==> src/rtl/mod_pkg.sv <==
// Shared mode codes and FSM state encoding for the modulation engine.
package mod_pkg;

    localparam logic [2:0] MODE_SUM  = 3'b000;
    localparam logic [2:0] MODE_AM   = 3'b001;
    localparam logic [2:0] MODE_XOR  = 3'b010;
    localparam logic [2:0] MODE_ABSD = 3'b011;
    localparam logic [2:0] MODE_PASS = 3'b100;

    typedef enum logic [1:0] {
        IDLE = 2'b00,
        CALC = 2'b01,
        MUL  = 2'b10
    } state_t;

endpackage

==> src/rtl/seq_mult.sv <==
// Unsigned shift-add multiplier: one partial product per clock, M steps total.
module seq_mult #(
    parameter int M = 12
) (
    input  logic           clk,
    input  logic           rst_n,
    input  logic           start,
    input  logic [M-1:0]   a,
    input  logic [M-1:0]   b,
    output logic           done,
    output logic [2*M-1:0] product
);

    localparam int CW = $clog2(M + 1);

    logic [2*M-1:0] acc;
    logic [2*M-1:0] mcand;
    logic [M-1:0]   mplier;
    logic [CW-1:0]  remaining;
    logic           running;

    // The start edge already folds in bit 0, so M-1 further steps finish the product.
    always_ff @(posedge clk) begin
        if (!rst_n) begin
            acc       <= '0;
            mcand     <= '0;
            mplier    <= '0;
            remaining <= '0;
            running   <= 1'b0;
        end else if (start) begin
            acc       <= b[0] ? {{M{1'b0}}, a} : '0;
            mcand     <= {{M{1'b0}}, a} << 1;
            mplier    <= b >> 1;
            remaining <= CW'(M - 1);
            running   <= 1'b1;
        end else if (running) begin
            if (remaining == '0) begin
                running <= 1'b0;
            end else begin
                if (mplier[0]) begin
                    acc <= acc + mcand;
                end
                mcand     <= mcand << 1;
                mplier    <= mplier >> 1;
                remaining <= remaining - 1'b1;
            end
        end
    end

    assign done    = running && (remaining == '0);
    assign product = acc;

endmodule

==> src/rtl/mod_engine.sv <==
// Sequential two-oscillator modulation stage: sum, AM, XOR, |a-b| or passthrough,
// delivered as a registered, left-justified word with a one-cycle valid pulse.
module mod_engine
    import mod_pkg::*;
#(
    parameter int M = 12,
    parameter int O = 16
) (
    input  logic         clk,
    input  logic         rst_n,
    input  logic         sampleEn,
    input  logic [M-1:0] osc0,
    input  logic [M-1:0] osc1,
    input  logic [2:0]   modSel,
    output logic [O-1:0] modOut,
    output logic         modValid,
    output logic         busy,
    output logic         overrun
);

    generate
        if (M < 2 || O < M + 1 || O > 2 * M) begin : g_bad_params
            $error("mod_engine: illegal parameters, need M >= 2 and M+1 <= O <= 2M");
        end
    endgenerate

    state_t           state;
    state_t           state_next;
    logic [M-1:0]     a_r;
    logic [M-1:0]     b_r;
    logic [2:0]       mode_r;
    logic             accept;
    logic             write_out;
    logic             mult_start;
    logic             mult_done;
    logic [2*M-1:0]   product;
    logic [M:0]       sum_w;
    logic [M-1:0]     absd_w;
    logic [O-1:0]     result;

    seq_mult #(.M(M)) u_mult (
        .clk     (clk),
        .rst_n   (rst_n),
        .start   (mult_start),
        .a       (osc0),
        .b       (osc1),
        .done    (mult_done),
        .product (product)
    );

    always_comb begin
        state_next = state;
        accept     = 1'b0;
        write_out  = 1'b0;
        mult_start = 1'b0;
        case (state)
            IDLE: begin
                if (sampleEn) begin
                    accept = 1'b1;
                    if (modSel == MODE_AM) begin
                        mult_start = 1'b1;
                        state_next = MUL;
                    end else begin
                        state_next = CALC;
                    end
                end
            end
            CALC: begin
                write_out  = 1'b1;
                state_next = IDLE;
            end
            MUL: begin
                if (mult_done) begin
                    write_out  = 1'b1;
                    state_next = IDLE;
                end
            end
            default: state_next = IDLE;
        endcase
    end

    // Results are left-justified into O bits; the SUM carry lands in the MSB.
    always_comb begin
        sum_w  = {1'b0, a_r} + {1'b0, b_r};
        absd_w = (a_r > b_r) ? (a_r - b_r) : (b_r - a_r);
        case (mode_r)
            MODE_SUM:  result = O'(sum_w) << (O - M - 1);
            MODE_AM:   result = product[2*M-1 -: O];
            MODE_XOR:  result = O'(a_r ^ b_r) << (O - M);
            MODE_ABSD: result = O'(absd_w) << (O - M);
            default:   result = O'(a_r) << (O - M);
        endcase
    end

    always_ff @(posedge clk) begin
        if (!rst_n) begin
            state    <= IDLE;
            a_r      <= '0;
            b_r      <= '0;
            mode_r   <= MODE_PASS;
            modOut   <= '0;
            modValid <= 1'b0;
            overrun  <= 1'b0;
        end else begin
            state    <= state_next;
            modValid <= write_out;
            overrun  <= sampleEn && (state != IDLE);
            if (accept) begin
                a_r    <= osc0;
                b_r    <= osc1;
                mode_r <= modSel;
            end
            if (write_out) begin
                modOut <= result;
            end
        end
    end

    assign busy = (state != IDLE);

endmodule

==> config.mk <==
export PLATFORM = sky130hd
export DESIGN_NAME = mod_engine
export DESIGN_NICKNAME = d
export VERILOG_FILES = /design/src/rtl/mod_pkg.sv /design/src/rtl/seq_mult.sv /design/src/rtl/mod_engine.sv
export SDC_FILE = /design/constraint.sdc
export NUM_CORES = 1
export LEC_CHECK = 0
export ABC_CLOCK_PERIOD_IN_PS = 3000
export CORE_MARGIN = 5
export CORE_UTILIZATION = 55
export DETAILED_ROUTE_END_ITERATION = 7
export PLACE_DENSITY = 0.78
export SYNTH_ARGS = -nofsm -noshare
export SYNTH_HDL_FRONTEND = slang
export SYNTH_HIERARCHICAL = 1
export SYNTH_SLANG_ARGS = --single-unit
export TNS_END_PERCENT = 50
==> constraint.sdc <==
create_clock -name clk -period 3 [get_ports clk]
set_input_delay 0.3 -clock clk [delete_from_list [all_inputs] [get_ports clk]]
set_output_delay 0.3 -clock clk [all_outputs]
set_load 0.02 [all_outputs]
==> flow_summary_export.csv, run 1 <==
group,metric,value,unit
status,status,"finished clean",
final_layout,antennaDiodeCount,0,
final_layout,multi_input_area,4950,µm²
final_layout,register_area,2180,µm²
final_layout,instances_no_fill,1242,
drt,drtIter0Drc,738,
clocking,clk_path_buf_depth,2,
final_layout,drive_gt1_frac,0.0901,
clocking,cts_buffers,9,
place,routabilityCongestion,1.07,
worst_setup_path,cp.required,3.24,ns
floorplan,core_area,13300,µm²
drt,viasPerCell,5.98,
power_and_ir_drop,p_leak,3.36,nW
final_layout,fin_nets,1157,
sta,slew_headroom,0.582,
place,pre_cts_ws,0.00859,ns
drt,vias,7423,
final_layout,syn2layout_area_growth,14.7,%
global_route,antenna_found_initial,0,
yosys,synth_fp_nets,1109,
global_route,track_usage,0.268,
final_layout,layout.filler_cells,1190,
worst_setup_path,slowest_stage,"or4_1",
worst_setup_path,endpoint_kind,"register",
worst_setup_path,cp-start-kind,"register",
sta,worst_pin_slew,0.621,ns
drt,drt-total-wl,21800,µm
sta,period_needed,2.93,ns
yosys,netlist_area,7560,µm²
sta,clock_skew,0.00902,ns
floorplan,dieArea,16200,µm²
clocking,cts_tree,"yes",
clocking,clk_latency,0.36,ns
sta,drv_slew,0,
global_route,globalRoute.totalOverflow,0,
sta,setup_ws,0.0667,ns
worst_setup_path,path_max_fanout,11,
floorplan,rows,42,
drt,wl_per_cell,17.6,µm
drt,drtAntennaViolNets,0,
place,hpwl,16600,µm
floorplan,die_x,127,µm
yosys,avgSynthCellArea,7.46,µm²
floorplan,die_height,127,µm
global_route,grt_max_degree,42,
place,dp.cells,1225,
sta,setup_tns,0,ns
sta,timing.fmax,341,MHz
sta,finalSetupViolations,0,
clocking,cts_max_level,3,
power_and_ir_drop,vdd_ir_drop_max,0.000291,V
sta,hold_violations,0,
clocking,cts_hold_buf,0,
sta,whs,0.457,ns
worst_setup_path,path_class,"reg2reg",
power_and_ir_drop,power_density,421,nW/µm²
clocking,clk_pin_slew,0.07,ns
floorplan,start_util,0.566,
yosys,syn_inst,1013,
place,port_buffers,48,
floorplan,io_pins,49,
worst_setup_path,crit_chain,"inv_1 -> ha_1 -> buf_4 -> and4_1 -> nand4_1 -> a2111oi_4 -> a311oi_1 -> or4_1 -> a311oi_2 -> o21ai_1",
drt,firstDrtPassIters,7,
clocking,cts.sink_count,109,
worst_setup_path,slowest_delay,0.51,ns
sta,min_period_over_period,0.978,
worst_hold_path,hold_path.class,"reg2reg",
worst_setup_path,arrival,3.17,ns
global_route,grt_pass1_vias,6925,
yosys,ys.warnings.count,6,
flow_run,maxCapViolCount,0,
global_route,grt_first_pass_wirelength,35000,µm
clocking,cts_root_buf,"clkbuf_16",
drt,drc,0,
sta,rsz0062_at_grt,"true",
==> cell type report <==
type / instances / area share
sequential: 109 / 0.252
clock inverter: 5 / 0.00404
multi-input combinational: 793 / 0.571
inverter: 52 / 0.0225
clock buffer: 11 / 0.0280
timing repair buffer: 96 / 0.0970
tap: 176 / 0.0254
==> power by group <==
part / switching, mW / internal (mW)
sequential: 0.0430 / 1.49
clock: 0.567 / 0.589
combinational: 0.548 / 0.412
total: 1.16 / 2.49
==> state kept, by name, summed over array words and instances, names as in the netlist <==
signal            count
u_mult/mcand         23
u_mult/product       23
modOut               16
a_r                  12
b_r                  12
u_mult/mplier        11
u_mult/remaining      4
mode_r                3
state                 2
modValid              1
overrun               1
u_mult/running        1
==> metal layers <==
metal / wire length [µm] / global-route usage / up-vias / share of wire
met1: 9770 / 0.364 / 3408 / 0.45
met4: 468 / 0.0921 / 0 / 0.021
met2: 9860 / 0.430 / 331 / 0.45
met3: 1700 / 0.0492 / 40 / 0.078
li1: - / - / 3644 / -
met5: 0 / 0 / - / 0
==> layout by cell type (no fill, tap or decap), types with 9 or more instances in the layout <==
cell             count
nand3_1             20
nor2b_1              9
o211ai_1             9
and3_1               9
clkdlybuf4s50_1     48
inv_1               49
a21o_1              13
o21a_1               9
o21ai_0             47
ha_1                62
xnor2_1             26
dfxtp_1            108
buf_4               48
a21oi_1            144
nand2_1            190
nor2_1              75
clkbuf_16            9
a211oi_1            15
nor3_1              12
nand4_1             13
==> worst paths after layout <==
path	depth (start not counted)	from	to	slack, ns
worst max-delay path	10	a_r[2]	modOut[13]	0.07
worst min-delay path	2	modOut[1]	modOut[1]	0.46
worst max register to register	10	a_r[2]	modOut[13]	0.07
worst min register to register	2	modOut[1]	modOut[1]	0.46
==> stage by stage <==
stage                      util  total power [mW]  instance area (µm²)
after global placement    0.626              2.47                 8350
after detailed placement  0.626              2.48                 8350
after global routing      0.649              3.81                 8670
after floorplan               -              2.16                 7560
after CTS                 0.647              3.62                 8640
final                     0.649              3.65                 8670
==> repair_timing <==
item	in CTS	in global routing
cloned	0	0
endpoints found under the setup margin	1	9
resized for setup	1	6
pin swaps	1	2
setup buffers	0	1
==> worst max-delay path, delay by kind of cell (launching register included) <==
family / cells / cell delay, ns
compound gates: 4 / 0.89
fa+ha+maj: 1 / 0.32
buf+inv: 2 / 0.28
flops: 1 / 0.39
simple gates: 3 / 0.93
(Power assumes the default switching activity.)
==> run 2: changes to the inputs <==
--- a/config.mk
+++ b/config.mk
@@ -6,4 +6,5 @@
 export NUM_CORES = 1
 export LEC_CHECK = 0
+export ABC_AREA = 0
 export ABC_CLOCK_PERIOD_IN_PS = 3000
 export CORE_MARGIN = 5
==> constraint.sdc (replaced) <==
create_clock -name clk -period 3 [get_ports clk]
set_input_delay 0.3 -clock clk [delete_from_list [all_inputs] [get_ports clk]]
set_output_delay 0.3 -clock clk [all_outputs]
set_load 0.005 [all_outputs]
==> results of run 2 <==
The final DEF is identical to that of run 1. Status: finished clean.
Main changes from that run: total power 3.65 mW -> 3.64 mW
